$ cat src/rtl/pc_ctrl.sv
// pc_ctrl -- program counter / redirect controller for the fetch stage.
//
// Generates the fetch PC and the pipeline stall/flush controls. A redirect
// from execute reloads the PC and flushes if_id/id_ex; if the fetch bus is
// busy the redirect is parked in a pending register until it frees up.
// After an accepted redirect, flush_o stays high for FLUSH_CYCLES cycles in
// total: the redirect cycle itself plus FLUSH_CYCLES-1 cycles in FLUSH.
//
// Optional feature: define PC_MISALIGN_CHECK_EN to trap redirects whose
// target is not word aligned (sticky misalign_o, FSM parks in HALT until
// reset). Without it, target bits [1:0] are simply forced to zero.
//
// Ports:
//   clk, rst_n        clock, asynchronous active-low reset
//   jump_en_i         redirect request from execute
//   jump_addr_i       redirect target
//   hold_flag_i       execute-stage hold (multi-cycle op)
//   ext_hold_i        fetch/bus not ready
//   pc_o              current fetch address (registered)
//   pc_valid_o        pc_o is a valid fetch address
//   stall_o           freeze PC, if_id, id_ex
//   flush_o           clear if_id, id_ex to NOP
//   misalign_o        misaligned redirect seen (sticky, checker builds only)
module pc_ctrl #(
  parameter logic [31:0] RESET_PC     = 32'h0000_0000,
  parameter int unsigned FLUSH_CYCLES = 1
) (
  input  logic        clk,
  input  logic        rst_n,
  input  logic        jump_en_i,
  input  logic [31:0] jump_addr_i,
  input  logic        hold_flag_i,
  input  logic        ext_hold_i,
  output logic [31:0] pc_o,
  output logic        pc_valid_o,
  output logic        stall_o,
  output logic        flush_o,
  output logic        misalign_o
);

  typedef enum logic [2:0] {BOOT, RUN, FLUSH, PEND, HALT} state_e;

  // Counter preload: number of cycles spent in FLUSH after the redirect cycle.
  localparam logic [3:0] CNT_INIT = 4'(FLUSH_CYCLES - 1);
  // With a single flush cycle the redirect cycle already covers it.
  localparam state_e     POST_JMP = (FLUSH_CYCLES > 1) ? FLUSH : RUN;

  state_e      state_q;
  logic [31:0] pc_q;
  logic [31:0] pend_q;
  logic [3:0]  cnt_q;

  logic [31:0] tgt;
  logic        bad_run;   // live redirect target is misaligned
  logic        bad_pend;  // parked redirect target is misaligned

`ifdef PC_MISALIGN_CHECK_EN
  logic misalign_q;

  assign tgt        = jump_addr_i;
  assign bad_run    = |jump_addr_i[1:0];
  assign bad_pend   = |pend_q[1:0];
  assign misalign_o = misalign_q;
`else
  logic unused_addr_lsb;

  assign tgt             = {jump_addr_i[31:2], 2'b00};
  assign bad_run         = 1'b0;
  assign bad_pend        = 1'b0;
  assign misalign_o      = 1'b0;
  assign unused_addr_lsb = ^jump_addr_i[1:0];
`endif

  always_ff @(posedge clk or negedge rst_n) begin
    if (!rst_n) begin
      state_q <= BOOT;
      pc_q    <= RESET_PC;
      pend_q  <= '0;
      cnt_q   <= '0;
`ifdef PC_MISALIGN_CHECK_EN
      misalign_q <= 1'b0;
`endif
    end else begin
      case (state_q)
        BOOT: state_q <= RUN;

        RUN: begin
          if (jump_en_i) begin
            if (ext_hold_i) begin
              // Bus busy: park the target, load it when the bus frees up.
              pend_q  <= tgt;
              state_q <= PEND;
            end else if (bad_run) begin
`ifdef PC_MISALIGN_CHECK_EN
              misalign_q <= 1'b1;
`endif
              state_q <= HALT;
            end else begin
              pc_q    <= tgt;
              cnt_q   <= CNT_INIT;
              state_q <= POST_JMP;
            end
          end else if (!ext_hold_i && !hold_flag_i) begin
            pc_q <= pc_q + 32'd4;
          end
        end

        PEND: begin
          if (!ext_hold_i) begin
            if (bad_pend) begin
`ifdef PC_MISALIGN_CHECK_EN
              misalign_q <= 1'b1;
`endif
              state_q <= HALT;
            end else begin
              pc_q    <= pend_q;
              cnt_q   <= CNT_INIT;
              state_q <= POST_JMP;
            end
          end
        end

        FLUSH: begin
          if (!ext_hold_i) pc_q <= pc_q + 32'd4;
          // Counts cycles in FLUSH regardless of bus readiness.
          if (cnt_q <= 4'd1) begin
            cnt_q   <= '0;
            state_q <= RUN;
          end else begin
            cnt_q <= cnt_q - 4'd1;
          end
        end

        HALT: state_q <= HALT;

        default: state_q <= BOOT;
      endcase
    end
  end

  // flush/stall must react in the same cycle as the execute-stage request,
  // so they are decoded from the state plus the live inputs.
  always_comb begin
    pc_valid_o = 1'b0;
    stall_o    = 1'b0;
    flush_o    = 1'b0;
    case (state_q)
      RUN: begin
        pc_valid_o = 1'b1;
        flush_o    = jump_en_i;
        // A redirect without bus hold wins over hold_flag_i.
        stall_o    = ext_hold_i | (~jump_en_i & hold_flag_i);
      end
      FLUSH: begin
        pc_valid_o = 1'b1;
        flush_o    = 1'b1;
      end
      PEND, HALT: begin
        stall_o = 1'b1;
        flush_o = 1'b1;
      end
      default: ;
    endcase
  end

  assign pc_o = pc_q;

endmodule

$ cat config.mk
export PLATFORM = sky130hd
export DESIGN_NAME = pc_ctrl
export DESIGN_NICKNAME = d
export VERILOG_FILES = /design/src/rtl/pc_ctrl.sv
export SDC_FILE = /design/constraint.sdc
export NUM_CORES = 1
export LEC_CHECK = 0
export ABC_CLOCK_PERIOD_IN_PS = 2200
export BUFFER_PORTS_ARGS = -buffer_cell sky130_fd_sc_hd__buf_2
export CAP_MARGIN = 0
export CELL_PAD_IN_SITES_DETAIL_PLACEMENT = 1
export CELL_PAD_IN_SITES_GLOBAL_PLACEMENT = 1
export CORE_ASPECT_RATIO = 0.5
export CORE_UTILIZATION = 42
export DETAILED_ROUTE_END_ITERATION = 7
export PLACE_DENSITY_LB_ADDON = 0.2
export REMOVE_ABC_BUFFERS = 1
export SLEW_MARGIN = 20
export SYNTH_ARGS = -nofsm -noshare
export SYNTH_HDL_FRONTEND = slang
export SYNTH_SLANG_ARGS = --single-unit
$ cat constraint.sdc
create_clock -name clk -period 2.2 [get_ports clk]
set_clock_uncertainty 0.15 [all_clocks]
set_input_delay 0.22 -clock clk [delete_from_list [all_inputs] [get_ports clk]]
set_output_delay 0.22 -clock clk [all_outputs]
set_load 0.02 [all_outputs]
### Word level (Yosys, flattened, before mapping)

Index checks and enable logic that the tools add are counted.

| cells by class | value |
|---|---|
| eq/ne operators | 10 |
| reductions and logical operators | 12 |
| order comparisons | 1 |
| $add $sub $neg | 2 |
| mux-type cells | 18 |
| bitwise logic cells | 3 |

Operators by type and width:

| kind | count |
|---|---|
| two-way mux 32 bit | 5 |
| case mux 32 bit (3 select lines) | 1 |
| adder 32 x 3 -> 32 bit, second input constant | 1 |
| case mux 3 bit (5 select lines) | 1 |
| two-way mux 4 bit | 3 |
| case mux 4 bit (3 select lines) | 1 |
| two-way mux 3 bit | 3 |
| inequality test 2 bit, second input constant | 4 |
| equality test 3 x 2 -> 1 bit, second input constant | 2 |
| inequality test 3 bit, second input constant | 2 |
| AND reduction 3 bit | 2 |
| AND reduction 5 bit | 1 |
| less-or-equal comparator 4 x 1 -> 1 bit, second input constant | 1 |
| case mux 1 bit (2 select lines) | 2 |
| OR reduction 2 bit | 2 |
| subtractor 4 x 1 -> 4 bit, second input constant | 1 |
| equality test 3 x 1 -> 1 bit, second input constant | 1 |
| equality test 3 bit, second input constant | 1 |
| zero test 3 bit | 1 |
| nonzero test 3 bit | 1 |
| OR reduction 3 bit | 1 |
| zero test 1 bit | 2 |
| two-way mux 2 bit | 1 |
| AND reduction 2 bit | 1 |
| other kinds (5) | 5 |

| storage, ports and cells | value |
|---|---|
| register bits after elaboration | 69 |
| output and inout bits | 36 |
| logic and storage cells | 50 |
| input port bits | 37 |

### Longest topological paths before layout

Gate-level depths: netlist of run 1.

| depth | value |
|---|---|
| word-level depth | 5 |
| gate-level depth with buffers | 9 |
| gate-level depth less buffers | 7 |

### Worst setup path after synthesis of run 1

OpenSTA, ideal clock, no wires.

| timing | value |
|---|---|
| path type | flip-flop to flip-flop |
| start | register pc_q[8], in the netlist pc_o[8] |
| end | register pc_q[25], in the netlist pc_o[25] |
| data required time | 1.929 ns |
| slack | 0.238 ns |
| stages on the path, launching flop included | 6 |
| data arrival time | 1.691 ns |
| clock period less this slack | 1.962 ns |
| cells stage by stage | dfrtp_1 nand2_1 or4_1 nor3_1 o21ai_1 a22o_1 |

| between the ends | value |
|---|---|
| word-level cells in the longest chain between the ends | 4 |

Ends and longest elaborated chain:

| what | line | text |
|---|---|---|
| start, declared | 49 | `logic [31:0] pc_q;` |
| start signal, assigned | 99 | `pc_q <= tgt;` |
| start signal, assigned | 104 | `pc_q <= pc_q + 32'd4;` |
| start signal, assigned | 116 | `pc_q <= pend_q;` |
| adder 32 x 3 -> 32 bit * | 104, 124 |  |
| two-way mux 32 bit | 103 | `end else if (!ext_hold_i && !hold_flag_i) begin` |
| two-way mux 32 bit | 88 | `if (jump_en_i) begin` |
| case mux 32 bit (3 select lines) * | 84 | `case (state_q)` |

Mark *: on every way between the ends. The rest lies on a longest branch, timed or not. The select of a mux whose other input is x is not followed.
A chain may end at the register's enable or synchronous reset.

### Worst setup path after layout of run 1

| timing | value |
|---|---|
| start | register pc_q[2], in the netlist pc_o[2] |
| end | register pc_q[22], in the netlist pc_o[22] |

The elaborated chain is that of the path after synthesis.

==> flow_summary.toml, run 1 <==
[critical_path]
arrival_ps = 2110
crit_buf_inv = 1
critPathLaunch = "pc_o[2]"
worst-setup-path-type = "flip-flop to flip-flop"
critPathLaunchType = "flip-flop"
end_kind = "flip-flop"
reg2reg_from = "pc_o[2]"
crit_required_ps = 2240
path_delay_family = "simple AND/OR/NAND/NOR gates"
critPathMaxStageDelay_ps = 460
timing.rr.end = "pc_o[22]"
r2r_slack_ps = 140
r2r.worst_path.cells = 7
slowest_stage = "dfrtp_1"
path_cells = "ha_1 > nand3_1 > nor2_1 > buf_4 > nand4_1 > o211ai_1 > o311ai_2"
path_max_fanout = 6

[min_path]
hold_start = "jump_addr_i[2]"
worstHoldEndpoint = "pend_q[2]"
hold_path.class = "input pin to flip-flop"
hold_depth = 2

[timing]
slew_headroom = 0.656
fin_setup_tns_ps = 0
final_hold_viol_count = 0
slew_viol_final = 0
period_needed_ps = 2060
worst_slack_ps = 138
clock.fmax_ghz = 0.485
min_period_over_period = 0.937
rsz0062_at_grt = "no"
tightest_slew_ps = 507
setup_viol = 0
holdWs_ps = 10.1

[synth]
synth_compound_area_frac = 0.216
synth_top_family_by_area = "compound AO/OA/AOI/OAI gates"
synth-main-ff-cell = "dfrtp_1"
ys_seq_area_frac = 0.447
synth-xor-area-share = 0.00233
ys_ff_latch = 67
syn_area_um2 = 3750
syn_area_per_cell_um2 = 9.82
yosys.area_share.simple = 0.173
yosysWarnings = 0
yosys.area_share.adder = 0.0100
synth_edf_count = 0
async_reset_ff_frac = 1.00
synthMuxAreaShare = 0.0901
syn_inst = 382
synth_cell_types = 52

[cts]
cts.path.max_buffers = 2
cts_buffers = 9
cts_tree = "done"
cts.clk_slew.worst_paths_ps = 50
clkLatencyLatePin_ps = 330
cts.sinks = 67
clockRootBuffer = "clkbuf_16"
cts_htree_levels = 3

[pwr]
clockPowerShare = 0.311
internal_power_w = 0.00300
cellPowerDensity_nw_per_um2 = 944
fin_total_pwr_w = 0.00461
power_switching_w = 0.00161
ir_drop_mv = 0.386
seqPwrFrac = 0.394
p_leak_nw = 2.14
swShare = 0.349
combPwrFrac = 0.295

[route]
routed_via_density = 6.05
wl_per_cell_um = 20.0
drt_iter0_drc = 270
drc = 0
antenna_left = 0
first_pass_iters = 5
vias = 3646
wl_um = 12100

[finish]
stdcell_area_um2 = 4890
drive_gt1_frac = 0.281
area_growth_pct = 30.3
n_fill_cell = 956
nets = 527
antenna_cells = 0

[grt]
grt_pass1_vias = 3848
overflow = 0
grtUsageTotal = 0.282
grt_max_degree = 68
antenna_found_initial = 0
grt_pass1_wl_um = 19600

[placed_design]
port_buffers = 67
routabilityCongestion = 0.839
hpwl_um = 8270
dpl-instance-area_um2 = 4290
post-place-ws_ps = 80.8

[die]
die_w_um = 136
io_pins = 73
core-area_um2 = 8320
rows = 23
dieArea_um2 = 9340
initial_core_util = 0.451
die_y_um = 68.8

[job]
maxCapViolCount = 0

[status]
status = "complete, no violations"
## flip-flops by register name (all words and copies together), names as in the netlist
register / count
cnt_q: 4
pc_o: 30
pend_q: 30
state_q: 3
## worst max-delay path by stage
stage               end  slack (ps)  depth (start not counted)
6_report       pc_o[22]         140                          7
5_1_grt        pc_o[31]          10                          5
4_1_cts        pc_o[22]          20                          5
3_5_place_dp   cnt_q[2]          80                          8
3_3_place_gp   pc_o[31]         210                          5
2_1_floorplan  pc_o[26]        -310                          5
## timing repair
action	CTS	global route
hold buffers	27	0
hold endpoints to repair	93	0
endpoints found under the setup margin	0	5
setup buffers	0	0
resized for setup	0	8
## cell families after synthesis
group,Yosys count
other,1
and+or+nand+nor,117
AOI/OAI and AO/OA,120
DFF,67
muxes,30
buffers and inverters,43
xor gates and xnor gates,1
adders and majority gates,3
## Yosys cell counts (2+ instances only)
master / instances / share of area
buf_2: 14 / 0.019
and3_1: 5 / 0.0083
o21ai_0: 15 / 0.020
or4_1: 3 / 0.0060
o21ai_1: 13 / 0.017
inv_1: 13 / 0.013
a21oi_1: 19 / 0.025
or3_1: 2 / 0.0033
o22ai_1: 10 / 0.017
nand2b_1: 3 / 0.0050
a21o_1: 2 / 0.0040
nand3_1: 16 / 0.021
nor3b_1: 3 / 0.0060
a22o_1: 8 / 0.019
and2_1: 4 / 0.0067
clkbuf_1: 8 / 0.0080
o311ai_0: 3 / 0.0070
a221oi_1: 6 / 0.014
nand2_1: 30 / 0.030
nor4_1: 3 / 0.0050
ha_1: 3 / 0.010
a31oi_1: 6 / 0.010
nand4_1: 11 / 0.018
buf_6: 4 / 0.012
nand4_2: 2 / 0.0067
a32oi_1: 4 / 0.0093
buf_4: 4 / 0.0080
nor4b_1: 2 / 0.0047
and4_1: 3 / 0.0070
o31a_1: 8 / 0.019
nor2_1: 15 / 0.015
o41ai_1: 2 / 0.0047
o211ai_1: 4 / 0.0080
nor3_1: 7 / 0.0093
nor2b_1: 3 / 0.0050
dfrtp_1: 67 / 0.45
mux2_1: 9 / 0.027
o311ai_1: 4 / 0.0093
o31ai_1: 3 / 0.0060
mux2_2: 21 / 0.063
a22oi_1: 9 / 0.018
## final cells by class
cell class	instances	area [um2]	share of cell area
multi-input combinational	274	1880	0.385
timing repair buffer	122	845	0.173
clock buffer	13	260	0.0533
clock inverter	2	35.0	0.00717
inverter	13	48.8	0.00998
sequential	67	1680	0.343
tap	112	140	0.0287
## worst reg2reg max path: stages (launching register included)
cell      delay [ps]
dfrtp_1          460
ha_1             220
nand3_1          180
nor2_1           160
buf_4            160
nand4_1          180
o211ai_1         270
o311ai_2         140
## layer usage
metal	share of wire	wire length, um	track usage
met2	0.47	5680	0.479
met4	0.0081	98	0.0983
met3	0.047	571	0.0563
met1	0.47	5730	0.365
met5	0	0	0
## power by group through the flow
stage / clock (W) / combinational (W) / sequential [W]
CTS: 0.00145 / 0.00135 / 0.00180
global placement: 0 / 0.00124 / 0.00179
detailed placement: 0 / 0.00130 / 0.00182
global route: 0.00151 / 0.00148 / 0.00186
floorplan: 0 / 0.000566 / 0.00196
finish: 0.00143 / 0.00136 / 0.00182
## metrics by stage
stage | utilization | std cells
2_1_floorplan | - | 354
3_3_place_gp | 0.516 | 561
3_5_place_dp | 0.516 | 561
4_1_cts | 0.584 | 603
5_1_grt | 0.588 | 603
6_report | 0.588 | 603
## cells in the final DEF (no fill, tap or decap), types with 4 or more instances in the layout
| cell type | count |
|---|---|
| a21oi_1 | 19 |
| a221oi_1 | 6 |
| mux2_1 | 9 |
| dlygate4sd3_1 | 27 |
| inv_1 | 13 |
| mux2_2 | 21 |
| and3_1 | 5 |
| o211ai_1 | 4 |
| o31a_1 | 8 |
| a32oi_1 | 4 |
| nand3_1 | 15 |
| buf_4 | 25 |
| o21ai_1 | 13 |
| dfrtp_1 | 67 |
| clkbuf_16 | 9 |
| buf_2 | 67 |
| o21ai_0 | 15 |
| o311ai_1 | 6 |
| a22o_1 | 8 |
| a31oi_1 | 6 |
| nor3_1 | 7 |
| a22oi_1 | 9 |
| and2_1 | 4 |
| nand2_1 | 30 |
| o22ai_1 | 10 |
| nor2_1 | 15 |
| nand4_1 | 11 |
Note: power is estimated with default switching activity, not from simulation.
==> inputs of run 2 (changes only) <==
--- a/config.mk
+++ b/config.mk
@@ -5,13 +5,13 @@
 export SDC_FILE = /design/constraint.sdc
 export NUM_CORES = 1
 export LEC_CHECK = 0
-export ABC_CLOCK_PERIOD_IN_PS = 2200
+export ABC_CLOCK_PERIOD_IN_PS = 2500
 export BUFFER_PORTS_ARGS = -buffer_cell sky130_fd_sc_hd__buf_2
 export CAP_MARGIN = 0
 export CELL_PAD_IN_SITES_DETAIL_PLACEMENT = 1
 export CELL_PAD_IN_SITES_GLOBAL_PLACEMENT = 1
 export CORE_ASPECT_RATIO = 0.5
-export CORE_UTILIZATION = 42
+export CORE_UTILIZATION = 46
 export DETAILED_ROUTE_END_ITERATION = 7
 export PLACE_DENSITY_LB_ADDON = 0.2
 export REMOVE_ABC_BUFFERS = 1
==> constraint.sdc (replaced) <==
create_clock -name clk -period 2.5 [get_ports clk]
set_clock_uncertainty 0.15 [all_clocks]
set_input_delay 0.25 -clock clk [delete_from_list [all_inputs] [get_ports clk]]
set_output_delay 0.25 -clock clk [all_outputs]
set_load 0.02 [all_outputs]
==> run 2 against run 1 <==
First-iteration DRC count decreased by 27%. Utilization increased by 0.82 points. Via count is 3.4% lower. Maximum frequency is 11% lower. Largest cell class unchanged. Wire length fell by 5.8%. Total power shrank 15%.
==> flow_summary.toml, run 2 (synthesis results as in run 1) <==
[finish]
area_growth_pct = 20.7
antenna_cells = 0
nets = 492
drive_gt1_frac = 0.269
layout_common_cells = "67 x dfrtp_1, 67 x buf_2, 30 x nand2_1"

[route]
topRoutingLayerUsed = "met4"
routed_via_density = 6.23
route.met3.wl_um = 726
vias = 3522
first_pass_iters = 4
drc = 0
drt-met1-wl_um = 5090
routed-wl-met2_um = 5390
antenna_left = 0
wl_um = 11400
drt_iter0_drc = 198
wl_per_cell_um = 20.1

[status]
status = "complete, no violations"

[cts]
cts_buffers = 9
cts.path.max_buffers = 2
cts.sinks = 67
cts_htree_levels = 3
clockRootBuffer = "clkbuf_16"
cts.clk_slew.worst_paths_ps = 50
cts_tree = "done"
clkLatencyLatePin_ps = 340

[pwr]
cellPowerDensity_nw_per_um2 = 865
p_leak_nw = 1.97
fin_total_pwr_w = 0.00392
ir_drop_mv = 0.384

[timing]
period_needed_ps = 2310
final_hold_viol_count = 0
setup_viol = 0
rsz0062_at_grt = "no"
min_period_over_period = 0.924
fin_setup_tns_ps = 0
clock.fmax_ghz = 0.433
slew_viol_final = 0
tightest_slew_ps = 585
slew_headroom = 0.605

[placed_design]
hpwl_um = 7930
port_buffers = 67
routabilityCongestion = 0.836

[die]
die_w_um = 130
initial_core_util = 0.494
io_pins = 73
die_y_um = 65.9
core-area_um2 = 7600
rows = 22
dieArea_um2 = 8540

[critical_path]
crit_required_ps = 2550
critPathLaunchType = "flip-flop"
end_kind = "flip-flop"
slowest_stage = "dfrtp_1"
worst-setup-path-type = "flip-flop to flip-flop"
critPathLaunch = "state_q[2]"
arrival_ps = 2360
critPathMaxStageDelay_ps = 490
path_max_fanout = 11
reg2reg_from = "state_q[2]"
path_cells = "nand2b_1 > and2_1 > nor2_2 > nand3_1 > o311ai_0"

[min_path]
hold_path.class = "input pin to flip-flop"
hold_start = "jump_addr_i[13]"

[grt]
overflow = 0
grt_pass1_vias = 3680
grt_pass1_wl_um = 19000
grtUsageTotal = 0.295
antenna_found_initial = 0
grt_max_degree = 42

[job]
maxCapViolCount = 0
## run 2: per-layer routing
metal,GRT usage,up-vias
met4,0.103,0
met5,0,-
met2,0.482,131
li1,-,1588
met3,0.0809,23
met1,0.380,1780
## run 2: report_power, final
part / internal, W / leakage (nW) / switching [W]
clock: 0.000778 / 0.146 / 0.000452
combinational: 0.000422 / 1.01 / 0.000647
sequential: 0.00133 / 0.809 / 0.000286
## run 2: path summary, 6_finish.rpt
kind | to | slack, ps | cells past startpoint
max in group asynchronous | pc_o[31] | 1170 | 3
min in group asynchronous | pend_q[6] | 270 | 2
hold / removal | pend_q[13] | 2 | 2
setup reg to reg | pc_o[28] | 190 | 5
hold reg to reg | pend_q[5] | 340 | 1
setup / recovery | pc_o[28] | 190 | 5
## run 2: stage by stage
| step | instances | worst slack (ps) | hold slack (ps) | area [um2] | util |
|---|---|---|---|---|---|
| after floorplan | 354 | -6.67 | -196 | 3580 | - |
| after global placement | 543 | 423 | 89.5 | 4170 | 0.549 |
| after detailed placement | 543 | 251 | 93.2 | 4170 | 0.549 |
| after CTS | 565 | 195 | 2.67 | 4520 | 0.596 |
| after global routing | 565 | 74.4 | 5.82 | 4530 | 0.596 |
| final | 565 | 190 | 2.04 | 4530 | 0.596 |
## run 2: critical path: cells and delay by family (launching register included)
kind / cells / cell delay (ps)
and+or+nand+nor: 4 / 1140
DFF: 1 / 490
AOI/OAI and AO/OA: 1 / 390
## run 2: final cells by class
| class | count | area [um2] |
|---|---|---|
| fill | 895 | 3070 |
| multi-input combinational | 274 | 1860 |
| sequential | 67 | 1680 |
| timing repair buffer | 87 | 513 |
| clock buffer | 15 | 288 |
| tap | 108 | 135 |
| inverter | 13 | 48.8 |
| clock inverter | 1 | 5.00 |
## run 2: repair_timing
| action | in CTS | in global routing |
|---|---|---|
| endpoints found under the hold margin | 26 | 0 |
| gates resized for setup | 0 | 1 |
| buffers inserted | 0 | 0 |
| setup endpoints to repair | 0 | 3 |
| hold buffers | 6 | 0 |
==> inputs of run 3 (changes only) <==
--- a/config.mk
+++ b/config.mk
@@ -11,7 +11,8 @@
 export CELL_PAD_IN_SITES_DETAIL_PLACEMENT = 1
 export CELL_PAD_IN_SITES_GLOBAL_PLACEMENT = 1
 export CORE_ASPECT_RATIO = 0.5
-export CORE_UTILIZATION = 46
+export CORE_UTILIZATION = 47
+export CTS_BUF_LIST = sky130_fd_sc_hd__clkbuf_8
 export DETAILED_ROUTE_END_ITERATION = 7
 export PLACE_DENSITY_LB_ADDON = 0.2
 export REMOVE_ABC_BUFFERS = 1
==> run 3 against run 2 <==
Total power shrank 7.6%. First-iteration DRC count grew 27%. Largest cell class unchanged. Critical endpoint is now pc_o[26]. Die area down 2.1%. Critical path type unchanged.
==> flow_summary.toml, run 3 (synthesis results as in run 1) <==
[status]
status = "complete, no violations"

[critical_path]
crit_required_ps = 2570
slowest_stage = "dfrtp_1"
worst-setup-path-type = "flip-flop to flip-flop"
critPathMaxStageDelay_ps = 460
end_kind = "flip-flop"
path_delay_family = "simple AND/OR/NAND/NOR gates"
path_max_fanout = 6
crit_buf_inv = 0
critPathLaunchType = "flip-flop"
arrival_ps = 2380
path_cells = "ha_1 > nand3_1 > nor2_1 > nand4_1 > o211ai_1 > o311ai_0"

[cts]
cts_buffers = 9
cts_tree = "done"
cts.path.max_buffers = 2
cts.clk_slew.worst_paths_ps = 70
cts.sinks = 67
clockRootBuffer = "clkbuf_8"
clkLatencyLatePin_ps = 360
cts_htree_levels = 3

[die]
io_pins = 73
initial_core_util = 0.499
rows = 22
die_y_um = 65.2
dieArea_um2 = 8360
die_w_um = 128
core-area_um2 = 7510

[grt]
grt_max_degree = 35
grtUsageTotal = 0.310
grt_pass1_vias = 3708
overflow = 0
grt_pass1_wl_um = 19300
antenna_found_initial = 0

[pwr]
internal_power_w = 0.00224
swShare = 0.380
ir_drop_mv = 0.345
power_switching_w = 0.00137
clockPowerShare = 0.243
cellPowerDensity_nw_per_um2 = 773
combPwrFrac = 0.307
seqPwrFrac = 0.450
p_leak_nw = 2.03

[placed_design]
port_buffers = 67
hpwl_um = 8030
post-place-ws_ps = 237
routabilityCongestion = 0.843
post-place-cells = 544

[finish]
antenna_cells = 0
layout_common_cells = "67 x dfrtp_1, 67 x buf_2, 30 x nand2_1"
final_core_util = 0.623
n_fill_cell = 843
fin_cells = 589
drive_gt1_frac = 0.258
area_growth_pct = 24.7
nets = 516

[job]
maxCapViolCount = 0

[min_path]
hold_path.class = "input pin to flip-flop"

[timing]
rsz0062_at_grt = "no"
min_period_over_period = 0.925
tightest_slew_ps = 589
period_needed_ps = 2310
clock.fmax_ghz = 0.432
setup_viol = 0
worst_slack_ps = 187
final_hold_viol_count = 0
slew_viol_final = 0
slew_headroom = 0.602

[route]
wl_per_cell_um = 20.3
vias = 3605
first_pass_iters = 4
drc = 0
antenna_left = 0
drt_iter0_drc = 251
wl_um = 11900
routed_via_density = 6.12
[run 3: cell count changes in the layout (fill, tap and decap cells not counted), moves of 2 or more]
cell / before / now
dlygate4sd3_1: 6 / 29
clkbuf_16: 9 / 0
clkbuf_8: 4 / 13
clkbuf_1: 2 / 0
inv_1: 13 / 15
[run 3: stage by stage]
step                power, W  hold WS (ps)  cell area [um2]  TNS (ps)
finish               0.00362          9.80             4680         0
global route         0.00380          6.47             4680         0
CTS                  0.00362          1.04             4670         0
detailed placement   0.00269          51.1             4190         0
global placement     0.00262          42.3             4190         0
floorplan            0.00222          -196             3580     -12.4
[run 3: metal layers]
layer,up-vias,GRT usage,share of wire
met1,1832,0.409,0.45
met4,0,0.118,0.021
met2,114,0.495,0.47
met5,-,0,0
li1,1638,-,-
met3,21,0.0765,0.057
[run 3: power by group through the flow]
stage                     clock network (W)  logic [W]  registers (W)
after floorplan                           0   0.000498        0.00172
after global placement                    0    0.00102        0.00160
after detailed placement                  0    0.00106        0.00163
after CTS                          0.000900    0.00111        0.00161
after global routing               0.000936    0.00121        0.00165
final                              0.000880    0.00111        0.00163
[run 3: worst register-to-register path: stages, from the launching register on]
cell and delay [ps]:
dfrtp_1 460, ha_1 320, nand3_1 250, nor2_1 350
nand4_1 270, o211ai_1 220, o311ai_0 150
[run 3: what timing repair did]
action,CTS,global route
endpoints found under the setup margin,0,2
endpoints found under the hold margin,44,0
setup buffers,0,0
gates resized for setup,0,1
hold buffers,29,0
[run 3: layout make-up]
type                            count  area [um2]  share of cell area
Multi-Input combinational cell    274        1860               0.398
Tap cell                          108         135              0.0289
Timing Repair Buffer              111         763               0.163
Clock buffer                       13         179              0.0382
Inverter                           13        48.8              0.0104
Sequential cell                    67        1680               0.358
Clock inverter                      3        12.5             0.00267
[run 3: final timing paths]
path,cells past startpoint,slack [ps],to,startpoint
setup / recovery,6,190,pc_o[26],pc_o[2]
hold / removal,2,10,pend_q[12],jump_addr_i[12]
setup reg to reg,6,190,pc_o[26],pc_o[2]
hold reg to reg,1,360,pend_q[11],pend_q[11]
max in group asynchronous,3,1300,pc_o[31],rst_n
min in group asynchronous,2,200,pend_q[9],rst_n
